### src/rtl/seq_pkg.sv
// Shared state encoding and next-PC source codes for the multi-cycle sequencer.
package seq_pkg;

  typedef enum logic [2:0] {
    IDLE      = 3'd0,
    FETCH     = 3'd1,
    DECODE    = 3'd2,
    EXECUTE   = 3'd3,
    MEM       = 3'd4,
    WRITEBACK = 3'd5,
    ERR       = 3'd6
  } seq_state_t;

  localparam logic [1:0] PC_PLUS4  = 2'b00;
  localparam logic [1:0] PC_TARGET = 2'b01;
  localparam logic [1:0] PC_JALR   = 2'b10;

endpackage

### src/rtl/seq_wait_timer.sv
// Memory-ack wait counter: counts stalled request cycles and flags the cycle
// on which the wait limit is reached.
module seq_wait_timer #(
  parameter int TIMEOUT_CYCLES = 16
) (
  input  logic clk,
  input  logic rst,
  input  logic clear,
  input  logic waiting,
  output logic expired
);

  localparam int W = $clog2(TIMEOUT_CYCLES + 1);

  logic [W-1:0] cnt;

  always_ff @(posedge clk or negedge rst) begin
    if (!rst)         cnt <= '0;
    else if (clear)   cnt <= '0;
    else if (waiting) cnt <= cnt + 1'b1;
  end

  // Fires on the TIMEOUT_CYCLES-th consecutive stalled cycle.
  assign expired = waiting && (cnt == W'(TIMEOUT_CYCLES - 1));

endmodule

### src/rtl/multicycle_sequencer.sv
// Multi-cycle control FSM: fetch/decode/execute/mem/writeback, one instruction
// at a time. Optional ack timeout with sticky bus_err under SEQ_TIMEOUT_EN.
module multicycle_sequencer
  import seq_pkg::*;
#(
  parameter int CNT_WIDTH      = 32,
  parameter int TIMEOUT_CYCLES = 16
) (
  input  logic                 clk,
  input  logic                 rst,
  input  logic                 run,
  input  logic                 Load,
  input  logic                 Store,
  input  logic                 Branch,
  input  logic                 next_sel,
  input  logic                 Jalr,
  input  logic                 branch_result,
  input  logic                 imem_ack,
  input  logic                 dmem_ack,
  output logic                 imem_req,
  output logic                 ir_load,
  output logic                 dmem_req,
  output logic                 dmem_we,
  output logic                 reg_write_en,
  output logic                 pc_en,
  output logic [1:0]           pc_sel,
  output logic                 busy,
  output logic [CNT_WIDTH-1:0] instret,
  output logic                 bus_err
);

  seq_state_t state, state_next;
  logic       retire;
  logic       expired;

  always_ff @(posedge clk or negedge rst) begin
    if (!rst) begin
      state   <= IDLE;
      instret <= '0;
    end else begin
      state <= state_next;
      if (retire) instret <= instret + 1'b1;
    end
  end

  always_comb begin
    state_next   = state;
    imem_req     = 1'b0;
    ir_load      = 1'b0;
    dmem_req     = 1'b0;
    dmem_we      = 1'b0;
    reg_write_en = 1'b0;
    pc_sel       = PC_PLUS4;
    retire       = 1'b0;
    case (state)
      IDLE:    if (run) state_next = FETCH;
      FETCH: begin
        imem_req = 1'b1;
        if (imem_ack) begin
          ir_load    = 1'b1;
          state_next = DECODE;
        end
      end
      DECODE:  state_next = EXECUTE;
      EXECUTE: begin
        // Load/Store wins over Branch if decode ever sets both.
        if (Load || Store) state_next = MEM;
        else if (Branch) begin
          retire = 1'b1;
          pc_sel = branch_result ? PC_TARGET : PC_PLUS4;
        end else state_next = WRITEBACK;
      end
      MEM: begin
        dmem_req = 1'b1;
        dmem_we  = Store;
        if (dmem_ack) begin
          if (Store) retire = 1'b1;
          else       state_next = WRITEBACK;
        end
      end
      WRITEBACK: begin
        reg_write_en = 1'b1;
        retire       = 1'b1;
        pc_sel       = next_sel ? PC_TARGET : (Jalr ? PC_JALR : PC_PLUS4);
      end
`ifdef SEQ_TIMEOUT_EN
      ERR:     state_next = ERR;
`endif
      default: state_next = IDLE;
    endcase
    if (retire) state_next = run ? FETCH : IDLE;
`ifdef SEQ_TIMEOUT_EN
    if (expired) state_next = ERR;
`endif
  end

  assign pc_en = retire;
  assign busy  = (state != IDLE);

`ifdef SEQ_TIMEOUT_EN
  logic waiting;
  assign waiting = (imem_req && !imem_ack) || (dmem_req && !dmem_ack);

  // Any state change (including FETCH/MEM entry) restarts the wait count.
  seq_wait_timer #(.TIMEOUT_CYCLES(TIMEOUT_CYCLES)) u_timer (
    .clk     (clk),
    .rst     (rst),
    .clear   (state_next != state),
    .waiting (waiting),
    .expired (expired)
  );

  always_ff @(posedge clk or negedge rst) begin
    if (!rst)         bus_err <= 1'b0;
    else if (expired) bus_err <= 1'b1;
  end
`else
  assign expired = 1'b0;
  assign bus_err = 1'b0;
`endif

endmodule

### config.mk
export PLATFORM = sky130hd
export DESIGN_NAME = multicycle_sequencer
export DESIGN_NICKNAME = d
export VERILOG_FILES = /design/src/rtl/seq_pkg.sv /design/src/rtl/seq_wait_timer.sv /design/src/rtl/multicycle_sequencer.sv
export SDC_FILE = /design/constraint.sdc
export NUM_CORES = 1
export LEC_CHECK = 0
export ABC_AREA = 0
export BUFFER_PORTS_ARGS = -buffer_cell sky130_fd_sc_hd__buf_2
export CELL_PAD_IN_SITES_DETAIL_PLACEMENT = 1
export CELL_PAD_IN_SITES_GLOBAL_PLACEMENT = 1
export CORE_MARGIN = 1.5
export CORE_UTILIZATION = 43
export CTS_BUF_LIST = sky130_fd_sc_hd__clkbuf_8
export DETAILED_ROUTE_END_ITERATION = 10
export GPL_TIMING_DRIVEN = 1
export PLACE_DENSITY = 0.94
export SLEW_MARGIN = 10
export SYNTH_ARGS = -nofsm -noshare
export SYNTH_HDL_FRONTEND = slang
export SYNTH_SLANG_ARGS = --single-unit
### constraint.sdc
create_clock -name clk -period 4.03 [get_ports clk]
set_input_delay 0.2015 -clock clk [delete_from_list [all_inputs] [get_ports clk]]
set_output_delay 0.2015 -clock clk [all_outputs]
set_load 0.005 [all_outputs]
==> results of run 1 <==
-- worst max-delay path: stages, from the launching register on --
cell and delay [ns]:
dfrtp_1 0.49, a21oi_1 0.21, o22a_1 0.79, clkinv_1 0.52, buf_2 0.26
-- layout make-up --
cell class	instances	area, um^2	share of cell area [%]
Clock buffer	5	68.8	3.17
Sequential cell	35	876	40.3
Timing Repair Buffer	51	255	11.8
Inverter	3	11.3	0.518
Clock inverter	3	12.5	0.576
Multi-Input combinational cell	131	886	40.8
Tap cell	50	62.6	2.88
-- through the flow --
stage               hold slack [ns]  total power, mW
CTS                          0.0173            0.985
floorplan                   -0.0941            0.642
finish                      -0.0155            0.973
global placement              0.319            0.718
global route                 0.0389             1.03
detailed placement            0.330            0.738
-- kinds of logic (layout without fill, tap and decap cells) --
logic type / after synthesis / count (layout) / share of synthesized area [%]
fa+ha+maj: 1 / 1 / 0.680
simple gates: 88 / 88 / 28.6
flops: 35 / 35 / 47.6
buf+inv: 15 / 62 / 4.22
xor+xnor: 31 / 31 / 14.8
mux: 2 / 2 / 1.09
other cells: 1 / 1 / 0.204
compound gates: 8 / 8 / 2.79
-- power groups by stage --
stage	Sequential, mW	Clock, mW	Combinational (mW)
6_report	0.479	0.241	0.253
5_1_grt	0.488	0.257	0.288
3_3_place_gp	0.478	0	0.240
2_1_floorplan	0.441	0	0.201
3_5_place_dp	0.484	0	0.254
4_1_cts	0.478	0.249	0.258
-- flip-flops by register name, indices dropped and copies added, names as in the netlist --
register / cells
instret: 32
state: 3
-- cells in the mapped netlist (all sizes together) --
library cell	number	area, um^2
and4	5	43.8
buf	5	40.0
xnor2	7	61.3
nor4b	5	43.8
nand4b	2	17.5
or3	1	6.26
xor2	24	210
o22ai	2	12.5
and3	6	37.5
dfrtp	35	876
a21boi	1	7.51
nand2b	2	12.5
and4b	1	10.0
conb	1	3.75
nand4	7	43.8
o22a	1	8.76
a22oi	1	7.51
nor2b	1	6.26
clkinv	1	3.75
nor2	6	22.5
and2	4	25.0
nor3b	2	15.0
a21oi	2	10.0
and3b	1	8.76
nand3b	2	15.0
nor4	10	68.8
clkbuf	7	26.3
inv	2	7.51
mux2i	2	20.0
nand3	7	35.0
nor3	6	30.0
ha	1	12.5
or3b	2	17.5
nand2	18	67.6
o21ai	1	5.00
-- layer usage --
layer	vias up	routed length, um	part of all wire [%]
met4	0	72	1.5
met2	47	2460	51
met3	6	170	3.5
met5	-	0	0
li1	734	-	-
met1	745	2140	44
-- final timing paths --
kind / endpoint / slack [ns]
max: pc_en / 1.25
min: instret[28]$_DFFE_PN0P_ / -0.02
max reg2reg: instret[27]$_DFFE_PN0P_ / 1.41
min reg2reg: instret[31]$_DFFE_PN0P_ / 0.48
max in group asynchronous: instret[25]$_DFFE_PN0P_ / 3.55
min in group clk: state[0]$_DFFE_PN0P_ / 0.16
==> flow_summary.yaml, run 1 <==
worst_setup_path:
  cp-startpoint: "state[0]$_DFFE_PN0P_"
  crit_path_end_kind: "output port"
  worstPathArrival_ns: 2.58
  r2r-start: "state[0]$_DFFE_PN0P_"
  reg2regPathDepth: 5
  required_ns: 3.83
  worstPathMaxFanout: 27
  path_class: "register to output port"
  start_kind: "register"
power_and_ir_drop:
  p_leak_nw: 1.12
  p_comb_share_pct: 26.0
  power_density_nw_per_um2: 448
  p_sw_share_pct: 35.0
  vdd.ir_drop.worst_mv: 0.184
  internal_power_mw: 0.632
  clkPwrFrac_pct: 24.7
  seqPwrFrac_pct: 49.2
  p_switching_mw: 0.341
grt:
  grt_pass1_vias: 1554
  grt_first_pass_wirelength_mm: 7.83
  top_usage_layer: "met2"
  met2_usage_pct: 38.5
  globalRouteMet1Util_pct: 29.1
  grt_util_all_layers_pct: 22.7
  grt_use_met3_pct: 3.78
  grt_overflow: 0
  grt_max_degree: 36
  antenna_found_initial: 0
place:
  place.gp.congestion: 0.788
  dp_hpwl_mm: 3.46
  dp.cells: 270
  placed_area_um2: 2090
  port_buffers: 51
  pre_cts_slack_ns: 1.43
synth:
  synth_nets: 193
  ys.warnings.count: 0
  synth_area_um2: 1840
  ys_seq_area_share_pct: 47.6
  syn_area_per_cell_um2: 10.2
  ys_ff_latch: 35
  synthCells: 181
  ys_types: 39
floorplan:
  core_area_um2: 4060
  dieHeight_um: 68.4
  start_util_pct: 45.3
  die-area_um2: 4680
  ios: 53
  die_w_um: 68.4
  rows: 23
cells_and_area:
  area_growth_pct: 18.1
  final_area_um2: 2170
  fin_util_pct: 53.5
  fin_cells: 278
  fin_nets: 239
  n_antenna_cell: 0
  drive_gt1_share_pct: 25.9
  final_cell_mix: "51 x buf_2, 35 x dfrtp_1, 24 x xor2_1"
  final_common_cell: "buf_2"
  nFillCells: 487
drt:
  ant_nets: 0
  via_per_inst: 5.51
  drt_iter0_drc: 88
  drc: 0
  vias: 1532
  first_pass_iters: 4
  post_drt_wl_per_cell_um: 17.4
  wl_mm: 4.84
min_path:
  hold_path_class: "input pin to asynchronous set/reset pin"
sta:
  finalSetupViolCount: 0
  finalHoldViolations: 26
  post-route-period-util_pct: 69.0
  setup_ws_ns: 1.25
  tightest_slew_ns: 0.935
  whs_ns: -0.0155
  rsz0062_at_grt: "false"
  drv_slew: 0
  finClkSkew_ns: 0.00489
  slew_headroom_pct: 37.7
  max_freq_mhz: 360
  tns_ns: 0
  period_needed_ns: 2.78
outcome:
  violations: "negative hold slack"
  status: "finished, violations left"
cts:
  post_cts.repair.setup_buffers: 0
  cts_tree: "done"
  cts-root-buf: "clkbuf_8"
  ctsHoldBuffers: 0
  cts_resized: 0
  clock_path_buffers: 2
  clock_sinks: 35
  numCtsBuffers: 5
  worstSkewPairLatency_ns: 0.29
  ctsHtreeMaxLevel: 2
  clk_pin_slew_ns: 0.07
flow_run:
  drv_cap: 0
Power figures use the tool's default switching activity.
==> inputs of run 2 (changes only) <==
--- a/config.mk
+++ b/config.mk
@@ -10,11 +10,11 @@
 export CELL_PAD_IN_SITES_DETAIL_PLACEMENT = 1
 export CELL_PAD_IN_SITES_GLOBAL_PLACEMENT = 1
 export CORE_MARGIN = 1.5
-export CORE_UTILIZATION = 43
+export CORE_UTILIZATION = 40
 export CTS_BUF_LIST = sky130_fd_sc_hd__clkbuf_8
 export DETAILED_ROUTE_END_ITERATION = 10
 export GPL_TIMING_DRIVEN = 1
-export PLACE_DENSITY = 0.94
+export PLACE_DENSITY = 0.89
 export SLEW_MARGIN = 10
 export SYNTH_ARGS = -nofsm -noshare
 export SYNTH_HDL_FRONTEND = slang
==> constraint.sdc (replaced) <==
create_clock -name clk -period 2.75 [get_ports clk]
set_input_delay 0.1375 -clock clk [delete_from_list [all_inputs] [get_ports clk]]
set_output_delay 0.1375 -clock clk [all_outputs]
set_load 0.005 [all_outputs]
==> flow_summary.yaml, run 2 (same netlist as run 1, synthesis figures left out) <==
floorplan:
  die-area_um2: 5010
  start_util_pct: 42.0
  core_area_um2: 4380
  rows: 24
  die_w_um: 70.8
  ios: 53
  dieHeight_um: 70.8
grt:
  grt_util_all_layers_pct: 18.8
  grt_pass1_vias: 1541
  grt_overflow: 0
  grt_max_degree: 36
  grt_first_pass_wirelength_mm: 7.45
  antenna_found_initial: 0
sta:
  tightest_slew_ns: 0.797
  max_freq_mhz: 459
  setup_ws_ns: 0.569
  slew_headroom_pct: 46.9
  rsz0062_at_grt: "false"
  drv_slew: 0
  period_needed_ns: 2.18
  finClkSkew_ns: 0.00785
  tns_ns: 0
  finalSetupViolCount: 0
  post-route-period-util_pct: 79.3
  finalHoldViolations: 0
cts:
  clk_pin_slew_ns: 0.07
  clock_path_buffers: 2
  post_cts.repair.setup_buffers: 0
  cts_tree: "done"
  numCtsBuffers: 5
  worstSkewPairLatency_ns: 0.29
  clock_sinks: 35
  ctsHtreeMaxLevel: 2
  cts-root-buf: "clkbuf_8"
cells_and_area:
  fin_nets: 241
  top_regs: "instret x32, state x3"
  top_register: "instret"
  area_growth_pct: 20.3
  n_antenna_cell: 0
  multiInputGateArea_um2: 886
  final_cell_mix: "51 x buf_2, 35 x dfrtp_1, 24 x xor2_1"
  nFillCells: 520
  final_common_cell: "buf_2"
  largest_register_ffs: 32
  drive_gt1_share_pct: 26.2
  regArea_um2: 876
drt:
  drt_iter0_drc: 69
  top_layer_used: "met4"
  ant_nets: 0
  via_per_inst: 5.51
  wl_mm: 4.48
  first_pass_iters: 4
  post_drt_wl_per_cell_um: 15.9
  wl_met2_mm: 2.22
  wl_met3_um: 165
  vias: 1548
  drc: 0
  wl_met1_mm: 2.02
place:
  port_buffers: 51
  dp_hpwl_mm: 3.12
  place.gp.congestion: 0.782
  pre_cts_slack_ns: 0.697
flow_run:
  drv_cap: 0
worst_setup_path:
  required_ns: 2.61
  crit_path_end_kind: "output port"
  worstPathArrival_ns: 2.04
  start_kind: "register"
  worstPathMaxFanout: 12
  path_class: "register to output port"
power_and_ir_drop:
  p_comb_share_pct: 24.4
  p_leak_nw: 1.13
  p_switching_mw: 0.488
  vdd.ir_drop.worst_mv: 0.410
  internal_power_mw: 1.02
  seqPwrFrac_pct: 46.0
  power_density_nw_per_um2: 683
  p_sw_share_pct: 32.3
  clkPwrFrac_pct: 29.6
min_path:
  hold_path_class: "input pin to register"
outcome:
  status: "completed"
-- run 2: final cells by class --
cell class | count | area share [%]
clock buffer | 5 | 3.11
clock inverter | 2 | 1.53
inverter | 3 | 0.509
multi-input combinational | 131 | 40.0
sequential | 35 | 39.6
tap | 52 | 2.94
timing repair buffer | 53 | 12.3
-- run 2: power groups by stage --
stage | clock network, mW | logic, mW | registers [mW]
after global placement | 0 | 0.360 | 0.703
after CTS | 0.455 | 0.378 | 0.698
after global routing | 0.479 | 0.420 | 0.713
after floorplan | 0 | 0.294 | 0.647
final | 0.447 | 0.369 | 0.696
after detailed placement | 0 | 0.373 | 0.709
-- run 2: path summary, 6_finish.rpt --
kind,start,end,slack (ns),depth (start not counted)
worst min register to register,instret[31]$_DFFE_PN0P_,instret[31]$_DFFE_PN0P_,0.48,1
worst max register to register,state[0]$_DFFE_PN0P_,instret[27]$_DFFE_PN0P_,0.67,5
min in group asynchronous,rst,instret[31]$_DFFE_PN0P_,0.47,2
worst min-delay path,imem_ack,state[0]$_DFFE_PN0P_,0.08,2
max in group asynchronous,rst,instret[7]$_DFFE_PN0P_,1.76,2
worst max-delay path,state[0]$_DFFE_PN0P_,pc_en,0.57,4
-- run 2: critical path, stage by stage (launching register included) --
cell	delay [ns]
dfrtp_1	0.49
a21oi_1	0.21
o22a_1	0.44
clkinv_1	0.38
buf_2	0.24
-- run 2: repair_timing --
item	CTS	global route
endpoints found under the hold margin	35	0
gates resized for setup	0	0
hold buffers	1	0
-- run 2: per-layer routing --
layer / up-vias / track usage [%]
li1: 732 / -
met1: 776 / 24.4
met2: 34 / 31.5
met3: 6 / 4.13
met4: 0 / 6.29
met5: - / 0
-- run 2: stage by stage --
stage | hold slack [ns] | util [%] | instance area, um^2 | power [mW] | cells
3_3_place_gp | 0.260 | 47.9 | 2100 | 1.06 | 273
5_1_grt | 0.0991 | 50.5 | 2210 | 1.61 | 281
6_report | 0.0818 | 50.5 | 2210 | 1.51 | 281
3_5_place_dp | 0.262 | 47.9 | 2100 | 1.08 | 273
2_1_floorplan | -0.158 | - | 1840 | 0.941 | 181
4_1_cts | 0.0765 | 50.5 | 2210 | 1.53 | 281
